--- config.mk ---
export PLATFORM = sky130hd
export DESIGN_NAME = capsense_scan_ctrl
export DESIGN_NICKNAME = d
export VERILOG_FILES = /design/src/rtl/capsense_pkg.sv /design/src/rtl/capsense_debounce.sv /design/src/rtl/capsense_scan_ctrl.sv
export SDC_FILE = /design/constraint.sdc
export NUM_CORES = 1
export LEC_CHECK = 0
export BUFFER_PORTS_ARGS = -buffer_cell sky130_fd_sc_hd__buf_2
export CAP_MARGIN = 0
export CORE_MARGIN = 2
export CORE_UTILIZATION = 50
export CTS_BUF_LIST = sky130_fd_sc_hd__clkbuf_8 sky130_fd_sc_hd__clkbuf_16
export DETAILED_ROUTE_END_ITERATION = 16
export PLACE_DENSITY = 0.67
export SETUP_SLACK_MARGIN = 0.02
export SLEW_MARGIN = 10
export SYNTH_ARGS = -nofsm -noshare
export SYNTH_HDL_FRONTEND = slang
export SYNTH_SLANG_ARGS = --single-unit
--- constraint.sdc ---
create_clock -name clk_i -period 10.6 [get_ports clk_i]
set_input_delay 1.59 -clock clk_i [delete_from_list [all_inputs] [get_ports clk_i]]
set_output_delay 1.59 -clock clk_i [all_outputs]
set_load 0.1 [all_outputs]
--- src/rtl/capsense_pkg.sv ---
// ----------------------------------------------------------------------------
// capsense_pkg
// Shared types and constants for the capacitive-sense scan controller.
//   state_t    : scan FSM states (IDLE, DISCH, CHARGE, RECORD)
//   DEF_*      : default parameter values used by capsense_scan_ctrl
//   idx_width  : channel-index width, never less than one bit
// ----------------------------------------------------------------------------
package capsense_pkg;

    typedef enum logic [1:0] {
        IDLE   = 2'd0,
        DISCH  = 2'd1,
        CHARGE = 2'd2,
        RECORD = 2'd3
    } state_t;

    localparam int DEF_N           = 4;
    localparam int DEF_CNT_W       = 8;
    localparam int DEF_DISCH_TICKS = 4;
    localparam int DEF_THRESH      = 8;
    localparam int DEF_CAL_ROUNDS  = 2;
    localparam int DEF_DEB         = 3;

    // A single pad still needs a one-bit channel index.
    function automatic int idx_width(input int n);
        return (n > 1) ? $clog2(n) : 1;
    endfunction

endpackage

--- src/rtl/capsense_debounce.sv ---
// ----------------------------------------------------------------------------
// capsense_debounce
// Per-channel debouncer. Each update strobe compares the raw press decision
// with the current flag; DEB consecutive disagreeing updates flip the flag.
// An agreeing update clears the run.
// Ports:
//   clk     : clock
//   rst_n   : asynchronous active-low reset
//   update  : one-cycle strobe, raw is valid
//   raw     : raw press decision for this measurement
//   pressed : debounced press flag
// ----------------------------------------------------------------------------
module capsense_debounce #(
    parameter int DEB = 3
) (
    input  logic clk,
    input  logic rst_n,
    input  logic update,
    input  logic raw,
    output logic pressed
);

    localparam int DW = $clog2(DEB + 1);

    logic [DW-1:0] deb_reg;
    logic          pressed_reg;

    always_ff @(posedge clk or negedge rst_n) begin
        if (!rst_n) begin
            deb_reg     <= '0;
            pressed_reg <= 1'b0;
        end else if (update) begin
            if (raw != pressed_reg) begin
                // This update is the DEB-th disagreement in a row.
                if (deb_reg == DW'(DEB - 1)) begin
                    pressed_reg <= ~pressed_reg;
                    deb_reg     <= '0;
                end else begin
                    deb_reg <= deb_reg + 1'b1;
                end
            end else begin
                deb_reg <= '0;
            end
        end
    end

    assign pressed = pressed_reg;

endmodule

--- src/rtl/capsense_scan_ctrl.sv ---
// ----------------------------------------------------------------------------
// capsense_scan_ctrl
// Round-robin scan scheduler for N capacitive-sense pads. Each pad in turn is
// discharged for DISCH_TICKS sample ticks, released, and the ticks until its
// input reads high are counted. The first CAL_ROUNDS rounds after reset set a
// per-channel baseline (minimum count); afterwards a count more than THRESH
// above baseline is a raw press, debounced over DEB rounds.
//
// Optional feature (macro CAPSENSE_BASELINE_TRACK_EN): after calibration, an
// unpressed channel with raw=0 moves its baseline one count toward each new
// measurement to follow slow drift. Undefined: baselines frozen.
//
// Ports:
//   clk_i, rst_ni  : clock, asynchronous active-low reset
//   ena_i          : one-cycle sample tick
//   enable_i       : scan continuously while high (checked at round end)
//   capsense_i     : synchronized pad inputs
//   capsense_oe_o  : per-pad drive-low enable (1 = discharge)
//   pressed_o      : debounced press flags
//   cnt_o/cnt_ch_o : last count and its channel, strobed by cnt_valid_o
//   timeout_o      : sticky, a charge reached the counter maximum
//   cal_done_o     : calibration complete
//   busy_o         : FSM not idle
// ----------------------------------------------------------------------------
module capsense_scan_ctrl
    import capsense_pkg::*;
#(
    parameter int N           = DEF_N,
    parameter int CNT_W       = DEF_CNT_W,
    parameter int DISCH_TICKS = DEF_DISCH_TICKS,
    parameter int THRESH      = DEF_THRESH,
    parameter int CAL_ROUNDS  = DEF_CAL_ROUNDS,
    parameter int DEB         = DEF_DEB
) (
    input  logic                    clk_i,
    input  logic                    rst_ni,
    input  logic                    ena_i,
    input  logic                    enable_i,
    input  logic [N-1:0]            capsense_i,
    output logic [N-1:0]            capsense_oe_o,
    output logic [N-1:0]            pressed_o,
    output logic [CNT_W-1:0]        cnt_o,
    output logic [idx_width(N)-1:0] cnt_ch_o,
    output logic                    cnt_valid_o,
    output logic                    timeout_o,
    output logic                    cal_done_o,
    output logic                    busy_o
);

    localparam int CH_W = idx_width(N);
    localparam int TW   = $clog2(DISCH_TICKS + 1);
    localparam int RW   = $clog2(CAL_ROUNDS + 1);

    state_t             state_reg;
    logic [CH_W-1:0]    ch_reg;
    logic [TW-1:0]      tick_reg;
    logic [CNT_W-1:0]   count_reg;
    logic [N-1:0]       oe_reg;
    logic [CNT_W-1:0]   cnt_reg;
    logic [CH_W-1:0]    cnt_ch_reg;
    logic               valid_reg;
    logic               timeout_reg;
    logic               cal_done_reg;
    logic               busy_reg;
    logic [RW-1:0]      round_reg;

    logic [N-1:0][CNT_W-1:0] baseline_vec;
    logic [N-1:0]            pressed_vec;

    logic               charge_tick;
    logic               pad_high;
    logic               hit;
    logic               sat;
    logic               record_fire;
    logic [CNT_W-1:0]   count_inc;
    logic [CNT_W-1:0]   count_fin;
    logic [CNT_W-1:0]   baseline_cur;
    logic [CNT_W:0]     limit;
    logic               raw_cur;
    logic               last_ch;

    // A measurement completes on the tick that sees the pad high (that tick is
    // not counted) or on the tick that would bring the count to its maximum.
    assign charge_tick = (state_reg == CHARGE) && ena_i;
    assign pad_high    = capsense_i[ch_reg];
    assign count_inc   = count_reg + 1'b1;
    assign hit         = charge_tick && pad_high;
    assign sat         = charge_tick && !pad_high && (count_inc == '1);
    assign record_fire = hit || sat;
    assign count_fin   = hit ? count_reg : count_inc;
    assign last_ch     = (ch_reg == CH_W'(N - 1));

    // Threshold sum carries one extra bit so a high baseline cannot wrap.
    assign baseline_cur = baseline_vec[ch_reg];
    assign limit        = {1'b0, baseline_cur} + (CNT_W + 1)'(THRESH);
    assign raw_cur      = ({1'b0, count_fin} > limit);

    // Scan FSM. All result outputs are registered on the completing tick so
    // they are presented together during the RECORD cycle.
    always_ff @(posedge clk_i or negedge rst_ni) begin
        if (!rst_ni) begin
            state_reg    <= IDLE;
            ch_reg       <= '0;
            tick_reg     <= '0;
            count_reg    <= '0;
            oe_reg       <= '1;
            cnt_reg      <= '0;
            cnt_ch_reg   <= '0;
            valid_reg    <= 1'b0;
            timeout_reg  <= 1'b0;
            cal_done_reg <= 1'b0;
            busy_reg     <= 1'b0;
            round_reg    <= '0;
        end else begin
            valid_reg <= 1'b0;
            case (state_reg)
                IDLE: begin
                    if (enable_i) begin
                        state_reg <= DISCH;
                        ch_reg    <= '0;
                        tick_reg  <= '0;
                        busy_reg  <= 1'b1;
                    end
                end
                DISCH: begin
                    if (ena_i) begin
                        if (tick_reg == TW'(DISCH_TICKS - 1)) begin
                            state_reg <= CHARGE;
                            tick_reg  <= '0;
                            count_reg <= '0;
                            oe_reg    <= ~(N'(1) << ch_reg);
                        end else begin
                            tick_reg <= tick_reg + 1'b1;
                        end
                    end
                end
                CHARGE: begin
                    if (record_fire) begin
                        state_reg  <= RECORD;
                        oe_reg     <= '1;
                        cnt_reg    <= count_fin;
                        cnt_ch_reg <= ch_reg;
                        valid_reg  <= 1'b1;
                        if (sat) begin
                            timeout_reg <= 1'b1;
                        end
                        if (last_ch) begin
                            if (round_reg != RW'(CAL_ROUNDS)) begin
                                round_reg <= round_reg + 1'b1;
                            end
                            if (round_reg >= RW'(CAL_ROUNDS - 1)) begin
                                cal_done_reg <= 1'b1;
                            end
                        end
                    end else if (charge_tick) begin
                        count_reg <= count_inc;
                    end
                end
                RECORD: begin
                    // enable_i only matters at the end of a full round.
                    if (last_ch) begin
                        ch_reg <= '0;
                        if (enable_i) begin
                            state_reg <= DISCH;
                        end else begin
                            state_reg <= IDLE;
                            busy_reg  <= 1'b0;
                        end
                    end else begin
                        state_reg <= DISCH;
                        ch_reg    <= ch_reg + 1'b1;
                    end
                    tick_reg <= '0;
                end
                default: begin
                    state_reg <= IDLE;
                    busy_reg  <= 1'b0;
                    oe_reg    <= '1;
                end
            endcase
        end
    end

    // Per-channel baseline and debouncer. Debouncers only see updates once
    // calibration is done, which keeps pressed_o at 0 until then.
    genvar gi;
    generate
        for (gi = 0; gi < N; gi++) begin : g_ch
            logic [CNT_W-1:0] baseline_reg;
            logic             sel;

            assign sel = record_fire && (ch_reg == CH_W'(gi));

            always_ff @(posedge clk_i or negedge rst_ni) begin
                if (!rst_ni) begin
                    baseline_reg <= '1;
                end else if (sel) begin
                    if (!cal_done_reg) begin
                        if (count_fin < baseline_reg) begin
                            baseline_reg <= count_fin;
                        end
                    end
`ifdef CAPSENSE_BASELINE_TRACK_EN
                    else if (!raw_cur && !pressed_vec[gi]) begin
                        if (count_fin > baseline_reg) begin
                            baseline_reg <= baseline_reg + 1'b1;
                        end else if (count_fin < baseline_reg) begin
                            baseline_reg <= baseline_reg - 1'b1;
                        end
                    end
`else
                    // Baseline stays frozen once calibration is done.
`endif
                end
            end

            assign baseline_vec[gi] = baseline_reg;

            capsense_debounce #(
                .DEB (DEB)
            ) u_deb (
                .clk     (clk_i),
                .rst_n   (rst_ni),
                .update  (sel && cal_done_reg),
                .raw     (raw_cur),
                .pressed (pressed_vec[gi])
            );
        end
    endgenerate

    assign capsense_oe_o = oe_reg;
    assign pressed_o     = pressed_vec;
    assign cnt_o         = cnt_reg;
    assign cnt_ch_o      = cnt_ch_reg;
    assign cnt_valid_o   = valid_reg;
    assign timeout_o     = timeout_reg;
    assign cal_done_o    = cal_done_reg;
    assign busy_o        = busy_reg;

endmodule
Word-level counts from Yosys, hierarchy flattened
Index checks and enable logic that the tools add are counted.
{"block": "word_totals", "ff_bits": 79, "output_inout_bits": 22}
{"block": "op_classes", "n_lt_le_gt_ge": 7, "mux": 42, "n_shift": 1, "bitwise": 6, "addsub": 9, "n_reduce_logical": 37, "eq_ne": 25}
{"op": "8-bit two-way mux", "n": 6}
{"op": "8-bit < comparator", "n": 4}
{"op": "2-bit two-way mux", "n": 15}
{"op": "3-bit AND reduction", "n": 10}
{"op": "4-bit AND reduction", "n": 5}
{"op": "2-bit != test (second input constant)", "n": 9}
{"op": "8-bit binary-select mux with 2-bit select", "n": 1}
{"op": "2-bit == test (second input constant)", "n": 8}
{"op": "8-bit case mux with 2 select lines", "n": 1}
{"op": "2-bit by 1-bit adder with 2-bit output (second input constant)", "n": 6}
{"op": "1-bit logical AND", "n": 12}
{"op": "4-bit two-way mux", "n": 3}
{"op": "8-bit by 4-bit adder with 9-bit output (second input constant)", "n": 1}
{"op": "8-bit by 9-bit greater-than comparator with 1-bit output", "n": 1}
{"op": "3-bit two-way mux", "n": 3}
{"op": "3-bit case mux with 3 select lines", "n": 1}
{"op": "8-bit by 1-bit adder with 8-bit output (second input constant)", "n": 1}
{"op": "8-bit == test (second input constant)", "n": 1}
{"op": "2-bit case mux with 4 select lines", "n": 1}
{"op": "4-bit case mux with 2 select lines", "n": 1}
{"op": "1-bit two-way mux", "n": 7}
{"op": "1-bit NOT", "n": 5}
{"op": "5-bit AND reduction", "n": 1}
{"op": "2-bit by 1-bit == test with 1-bit output (second input constant)", "n": 2}
{"op": "other kinds (16)", "n": 22}

Logic depth before layout (Yosys ltp)
Gate-level depths: netlist of the first run.
{"block": "depth", "ltp_word": 9, "ltp_mapped": 16, "mapped_depth_nobuf": 15}

Hierarchy
A second synthesis of the first run with hierarchy kept.
{"block": "unflattened", "cells_unflattened": 479, "hier_area_um2": 5148.7}
{"module": "capsense_scan_ctrl", "cells_per_inst": 431, "n_inst": 1, "area_per_inst_um2": 4593.2, "seq_area_each_um2": 1721.7}
{"module": "capsense_debounce", "cells_per_inst": 12, "n_inst": 4, "area_per_inst_um2": 138.9, "seq_area_each_um2": 75.1}

Worst setup path after synthesis of the first run
No wires, ideal clock.
{"block": "synth_timing", "kind": "input-to-reg", "from": "in ena_i", "to": "reg g_ch[1].u_deb.deb_reg[1]", "n_path_buf": 2, "arrival_time_ns": 4.853, "path_stages": 14, "path_slack_ns": 5.677, "cell_sequence": "clkbuf_1 and3_1 a22o_1 o21ai_0 ha_1 nor2b_1 o21a_1 o22ai_1 nand3b_1 maj3_1 and2_1 clkbuf_1 or3b_1 nand4_1"}
{"block": "synth_between", "elab_chain_len": 6}
{"item": "from (decl)", "line": "capsense_scan_ctrl.sv:37", "source": "input logic ena_i,"}
{"item": "1-bit logical AND", "line": "capsense_scan_ctrl.sv:84", "source": "assign charge_tick = (state_reg == CHARGE) && ena_i;"}
{"item": "1-bit logical AND", "line": "capsense_scan_ctrl.sv:87", "source": "assign hit = charge_tick && pad_high;"}
{"item": "8-bit two-way mux", "line": "capsense_scan_ctrl.sv:90", "source": "assign count_fin = hit ? count_reg : count_inc;"}
{"item": "named net count_fin[1]", "line": "capsense_scan_ctrl.sv:76", "source": "logic [CNT_W-1:0] count_fin;"}
{"item": "8-bit by 9-bit greater-than comparator with 1-bit output", "line": "capsense_scan_ctrl.sv:96", "source": "assign raw_cur = ({1'b0, count_fin} > limit);"}
{"item": "1-bit != test", "line": "capsense_debounce.sv:33", "source": "if (raw != pressed_reg) begin"}
{"item": "2-bit two-way mux", "line": "capsense_debounce.sv:33"}
{"item": "to (signal assigned)", "line": "capsense_debounce.sv:39", "source": "deb_reg <= deb_reg + 1'b1;"}
{"item": "to (decl)", "line": "capsense_debounce.sv:25", "source": "logic [DW-1:0] deb_reg;"}
The timed path passes the listed nets, and every way through them passes these cells.
A chain may end at the register's enable or synchronous reset.

Final worst setup path of the first run
{"block": "layout_timing", "from": "in ena_i", "to": "reg g_ch[2].u_deb.deb_reg[1]"}
{"block": "layout_between", "elab_chain_len": 6}
{"item": "1-bit logical AND", "line": "capsense_scan_ctrl.sv:84"}
{"item": "1-bit logical AND", "line": "capsense_scan_ctrl.sv:87"}
{"item": "8-bit two-way mux", "line": "capsense_scan_ctrl.sv:90"}
{"item": "named net count_fin[1]", "line": "capsense_scan_ctrl.sv:76"}
{"item": "8-bit by 9-bit greater-than comparator with 1-bit output", "line": "capsense_scan_ctrl.sv:96"}
{"item": "1-bit != test", "line": "capsense_debounce.sv:33"}
{"item": "2-bit two-way mux", "line": "capsense_debounce.sv:33"}
{"item": "to (signal assigned)", "line": "capsense_debounce.sv:39"}
{"item": "to (decl)", "line": "capsense_debounce.sv:25"}
The timed path passes the listed nets, and every way through them passes these cells.

==> impl_results.md, run 1 <==
- DRC errors left: 0
- Number of I/O pins: 30
- Root Driver: clkbuf_8
- CTS tree: done
- Depth of the CTS H-tree: 3
- TNS Setup: 0 ps
- Count leader, synth: inv_1
- FF-to-FF setup slack: 5710 ps
- Post-synthesis sequential area ratio: 37.7%
- DRT Wirelength: 12.4 mm
- Die area: 11600 um^2
- Critical Path End Type: register
- Hold Path Class: reg -> reg
- Fin crit period: 5230 ps
- Detail Route Antenna Nets: 0
- Worst-Margin Slew: 1150 ps
- PwrDens: 220 nW/um^2
- Most instantiated cells after synthesis: 45 x inv_1, 43 x dfrtp_1, 43 x nand2_1, 40 x ha_1, 36 x dfstp_2
- Share of cells above drive strength 1: 26.8%
- Setup violations, final: 0
- CTS sink count: 79
- Clk_lat worst skew: 360 ps
- Setup crit start: ena_i
- Vias in the first global route: 3989
- Crit path to: g_ch[2].u_deb.deb_reg[1]$_DFFE_PN0P_
- WP data required: 10890 ps
- Die W: 108 um
- Largest register FFs: 32
- Post-Syn Area: 5370 um^2
- Complex-gate fraction of the synthesized area: 14.5%
- Synth unique cells: 72
- Clk pwr share: 19.5%
- Initial Util: 51.8%
- TritonRoute pass-1 iters: 4
- Post-synth EDFFs: 0
- DIE HEIGHT: 108 um
- GR Util All Layers: 22.4%
- GP Congestion: 0.903
- Period utilization: 49.3%
- Number of diodes: 0
- Gate Count Post-Synth: 525
- Multiplexer area fraction after synthesis: 12.6%
- Ranking of synthesized cells by area: dfrtp_1 20%, dfstp_2 18%, ha_1 9.3%, mux2_2 7.1%, mux4_2 3.8%
- Area growth, synth to finish: 7.95%
- Worst R2R Path Depth: 14
- CTS buffer count: 9
- Fill cell count: 936
- First-pass GRT wire length: 20.2 mm
- Async SR Flop Fraction: 100%
- Outcome: finished, final reports clean
- Post-CTS Setup Inserts: 0
- Pin count of the biggest net entering global routing: 80
- Internal Pwr Total: 693 uW
- Sw Pwr: 580 uW
- RSZ-0062 raised after global routing: no
- Flops & latches, synth: 79
- Yosys warning total: 0
- Syn Nets: 573
- Core region area: 10400 um^2
- Gr ovfl total: 0
- Syn Area/Cell: 10.2 um^2
- Share of the synthesized area in the top cell type: 20.0%
- Design Power: 1270 uW
- Clock skew: 10.8 ps
- Deepest clock path buffer count: 2
- Hold slack: 472 ps
- Switching Share: 45.6%
- CP startpoint kind: input pin
- Max VDD drop: 0.148 mV
- Post-synth top flop: dfrtp_1
- Max-cap viol count: 0
- R2R Path Start: state_reg[0]$_DFFE_PN0P_
- Worst slew margin: 22.8%
- Critical Path AT: 5520 ps
- Crit Path Class: in -> reg
- Adder-cell share of the synthesized area: 9.51%
- Simple-gate portion of the synthesized area: 17.4%
- Post-DR vias/cell: 6.03
- Antenna violations before repair: 0
- Hold Vio Cnt, Final: 0
- Post-synth top area cell: dfrtp_1
- Post-DP HPWL: 8.81 mm
- Number of port buffers: 29
- Lkg Pwr: 0.00249 uW
- Clock slew at reported path FFs: 80 ps
- Slew Viols, Final: 0
- Worst R2R End: g_ch[2].u_deb.deb_reg[1]$_DFFE_PN0P_
- Fmax: 191 MHz
- Initial DRC count: 238
- Largest family of logic cells by synthesized area: simple AND/OR/NAND/NOR gates
- Routed len/inst: 18.0 um
- # hold bufs at CTS: 0
- Gate power share: 47.9%
- XOR/XNOR Fraction of Synth Area: 2.38%
- Flop pwr share: 32.7%
- Post-CTS Resized: 0
- Std cell rows: 37
- Final #Nets: 595
- Core Util, Final: 55.9%
- Worst-path maximum fanout: 11
- Total vias in the final route: 4150
## final cells by class
cell class                 count  area, um^2  share of cell area (%)
clock buffer                   9         124                    2.14
clock inverter                 7        90.1                    1.55
inverter                      46         178                    3.07
multi-input combinational    378        3030                    52.3
sequential                    79        2020                    34.9
tap                          136         170                    2.94
timing repair buffer          33         178                    3.07
## worst max-delay path: stages
cell,delay [ps]
buf_2,150
and3_1,240
a22o_1,310
o21ai_0,910
ha_1,410
nor2b_1,130
o21a_1,180
o22ai_1,150
nand3b_1,120
maj3_1,420
and2_1,280
or4_1,530
nand4_1,100
## worst min-delay path by stage
stage	startpoint	end	slack, ps	cells after the start
6_report	cnt_o[1]$_DFFE_PN0P_	cnt_o[1]$_DFFE_PN0P_	470	2
5_1_grt	timeout_o$_DFFE_PN0P_	timeout_o$_DFFE_PN0P_	510	1
4_1_cts	cnt_o[1]$_DFFE_PN0P_	cnt_o[1]$_DFFE_PN0P_	480	2
3_5_place_dp	timeout_o$_DFFE_PN0P_	timeout_o$_DFFE_PN0P_	450	1
3_3_place_gp	timeout_o$_DFFE_PN0P_	timeout_o$_DFFE_PN0P_	450	1
2_1_floorplan	g_ch[2].baseline_reg[4]$_DFFE_PN1P_	g_ch[2].baseline_reg[4]$_DFFE_PN1P_	470	2
## placed cells by master, fill, tap and decap left out, types with 4 or more instances in the layout
master / instances
buf_4: 5
nor2b_1: 10
xnor2_1: 7
xor2_1: 5
a21boi_0: 5
nand4_1: 8
o21ai_0: 20
a21o_1: 4
inv_1: 46
and3_1: 7
nand2b_1: 8
a21oi_1: 28
o211ai_1: 10
dfstp_2: 36
mux2i_1: 7
a21oi_2: 4
nor3_1: 6
dfrtp_1: 43
nor2_1: 20
nand3_1: 19
o311ai_0: 5
nand2_1: 43
clkbuf_8: 9
ha_1: 40
mux4_2: 9
a31oi_1: 5
nor4_1: 5
mux2_2: 34
buf_2: 28
nor3b_1: 6
## cells by family after synthesis
logic type / Yosys count
xor+xnor: 13
fa+ha+maj: 41
flops: 79
compound gates: 112
buf+inv: 68
simple gates: 160
mux: 52
## stage by stage
stage,instance area [um^2],cells,setup slack (ps)
floorplan,5370,525,5680
global placement,5580,672,5180
detailed placement,5580,672,5080
CTS,5790,688,5450
global route,5790,688,5230
finish,5790,688,5370
## power by group through the flow
stage / combinational (uW) / sequential, uW / clock (uW)
3_3_place_gp: 599 / 420 / 0
5_1_grt: 663 / 424 / 265
4_1_cts: 613 / 416 / 253
3_5_place_dp: 611 / 422 / 0
2_1_floorplan: 329 / 574 / 0
6_report: 610 / 416 / 248
## layer usage
metal / wire length [um] / GRT usage (%) / vias up / part of all wire (%)
li1: - / - / 1968 / -
met1: 5460 / 30.1 / 2040 / 44
met2: 6100 / 36.3 / 127 / 49
met3: 658 / 3.93 / 15 / 5.3
met4: 191 / 7.88 / 0 / 1.5
met5: 0 / 0 / - / 0
Note: power is estimated with default switching activity, not from simulation.
==> run 2, diff against run 1 <==
--- a/config.mk
+++ b/config.mk
@@ -11,7 +11,7 @@
 export CORE_UTILIZATION = 50
 export CTS_BUF_LIST = sky130_fd_sc_hd__clkbuf_8 sky130_fd_sc_hd__clkbuf_16
 export DETAILED_ROUTE_END_ITERATION = 16
-export PLACE_DENSITY = 0.67
+export PLACE_DENSITY = 0.7
 export SETUP_SLACK_MARGIN = 0.02
 export SLEW_MARGIN = 10
 export SYNTH_ARGS = -nofsm -noshare
==> constraint.sdc (replaced) <==
create_clock -name clk_i -period 4.33 [get_ports clk_i]
set_input_delay 0.6495 -clock clk_i [delete_from_list [all_inputs] [get_ports clk_i]]
set_output_delay 0.6495 -clock clk_i [all_outputs]
set_load 0.1 [all_outputs]
==> impl_results.md, run 2 (synthesized netlist as in run 1, its figures left out) <==
- First-pass GRT wire length: 21.3 mm
- Std cell rows: 37
- DP Cell Count: 682
- Initial DRC count: 244
- Slew Viols, Final: 0
- Hold Vio Cnt, Final: 0
- R2R Path Start: state_reg[0]$_DFFE_PN0P_
- Final #Nets: 605
- Lkg Pwr: 0.00253 uW
- Depth of the CTS H-tree: 3
- Post-DP HPWL: 9.08 mm
- Area of the multi-input gates: 3040 um^2
- RSZ-0062 raised after global routing: no
- Gr ovfl total: 0
- Clock slew at reported path FFs: 90 ps
- Crit Path Class: reg -> reg
- GR Util met3: 3.63%
- Post-DR vias/cell: 6.01
- Pin count of the biggest net entering global routing: 57
- WP data required: 4630 ps
- Routed len/inst: 18.1 um
- Vias in the first global route: 4197
- Worst R2R Path Depth: 15
- Number of port buffers: 29
- Antenna violations before repair: 0
- Die W: 108 um
- Outcome: finished, final reports clean
- Met1 usage: 32.3%
- Fin crit period: 3950 ps
- Commonest non-fill, non-tap cells in the layout: 46 x inv_1, 43 x nand2_1, 43 x dfrtp_1
- Critical Path AT: 4260 ps
- GP Congestion: 0.940
- Most common cell after layout, fill and taps aside: inv_1
- CP startpoint kind: register
- GR Util All Layers: 23.6%
- Core region area: 10400 um^2
- Busiest metal layer after global routing: met2
- Max-cap viol count: 0
- Worst-path maximum fanout: 11
- DRC errors left: 0
- FF-to-FF setup slack: 380 ps
- Largest register FFs: 32
- Core Util, Final: 56.5%
- Hold Path Class: in -> async
- CTS buffer count: 9
- Root Driver: clkbuf_8
- FF+latch area: 2020 um^2
- Area growth, synth to finish: 9.14%
- Final std cells w/o fill: 698
- CTS tree: done
- Die area: 11600 um^2
- Total vias in the final route: 4194
- CTS sink count: 79
- Detail Route Antenna Nets: 0
- Period utilization: 91.3%
- Clk_lat worst skew: 370 ps
- Met2 Resource Use GR: 38.5%
- Clock skew: 10.6 ps
- Hold slack: 334 ps
- Worst R2R End: g_ch[2].u_deb.deb_reg[1]$_DFFE_PN0P_
- Setup violations, final: 0
- Max VDD drop: 0.373 mV
- DRT Wirelength: 12.6 mm
- Number of I/O pins: 30
- Deepest clock path buffer count: 2
- Critical Path End Type: register
- DIE HEIGHT: 108 um
- TritonRoute pass-1 iters: 6
- Initial Util: 51.8%
- Fmax: 253 MHz
- PwrDens: 534 nW/um^2
- TNS Setup: 0 ps
- Worst slew margin: 51.4%
- Fill cell count: 915
- Worst-Margin Slew: 729 ps
- Share of cells above drive strength 1: 28.3%
- Number of diodes: 0
run 2: cell types whose count changed in the layout (fill, tap and decap cells not counted), sizes merged:
cell      previous run  this run
buf                 33        43
clkinv               4         2
clkinvlp             1         3
bufinv               2         1
clkbuf               9        10
run 2: layout make-up:
type / instances / share of cell area [%]
Multi-Input combinational cell: 378 / 51.8
Sequential cell: 79 / 34.5
Timing Repair Buffer: 43 / 4.31
Inverter: 46 / 3.03
Tap cell: 136 / 2.90
Clock buffer: 10 / 2.35
Clock inverter: 6 / 1.05
run 2: worst max-delay path, cell delays in order, from the launching register on:
cell and delay, ps:
dfrtp_1 420, inv_1 150, ha_1 230, and3_1 260, a22o_1 330, nand2_1 80, o21ai_1 170, ha_1 300
nor2b_1 130, o21a_1 170, o22ai_1 130, nand3b_1 150, maj3_1 440, and2_1 280, or4_1 540, nand4_1 100
run 2: timing repair:
item                       4_1_cts  5_1_grt
setup endpoints to repair        0        5
setup buffers                    0        0
hold buffers                     0        0
gates resized for setup          0        2
run 2: per-stage QoR:
stage	cell area (um^2)	total power (uW)	setup slack [ps]
after floorplan	5370	2210	347
after global placement	5660	2520	278
after detailed placement	5660	2560	258
after CTS	5850	3140	297
after global routing	5860	3320	73.3
final	5860	3130	376
run 2: worst max-delay path by stage:
stage | from | end | slack, ps | cells past startpoint
2_1_floorplan | ena_i | g_ch[1].u_deb.deb_reg[1]$_DFFE_PN0P_ | 350 | 14
3_3_place_gp | ena_i | g_ch[2].u_deb.deb_reg[1]$_DFFE_PN0P_ | 280 | 13
3_5_place_dp | ena_i | g_ch[2].u_deb.deb_reg[1]$_DFFE_PN0P_ | 260 | 13
4_1_cts | state_reg[0]$_DFFE_PN0P_ | g_ch[2].u_deb.deb_reg[1]$_DFFE_PN0P_ | 300 | 14
5_1_grt | state_reg[0]$_DFFE_PN0P_ | g_ch[2].u_deb.deb_reg[1]$_DFFE_PN0P_ | 70 | 15
6_report | state_reg[0]$_DFFE_PN0P_ | g_ch[2].u_deb.deb_reg[1]$_DFFE_PN0P_ | 380 | 15
run 2: where the power goes:
part / internal (uW) / total [uW] / switching, uW
clock network: 279 / 568 / 289
registers: 918 / 1030 / 107
logic: 480 / 1540 / 1060
run 2: layer usage:
layer  vias to the layer above  part of all wire (%)
met5                         -                     0
met4                         0                   1.5
met3                        18                   4.3
met2                       119                    49
met1                      2074                    45
li1                       1983                     -
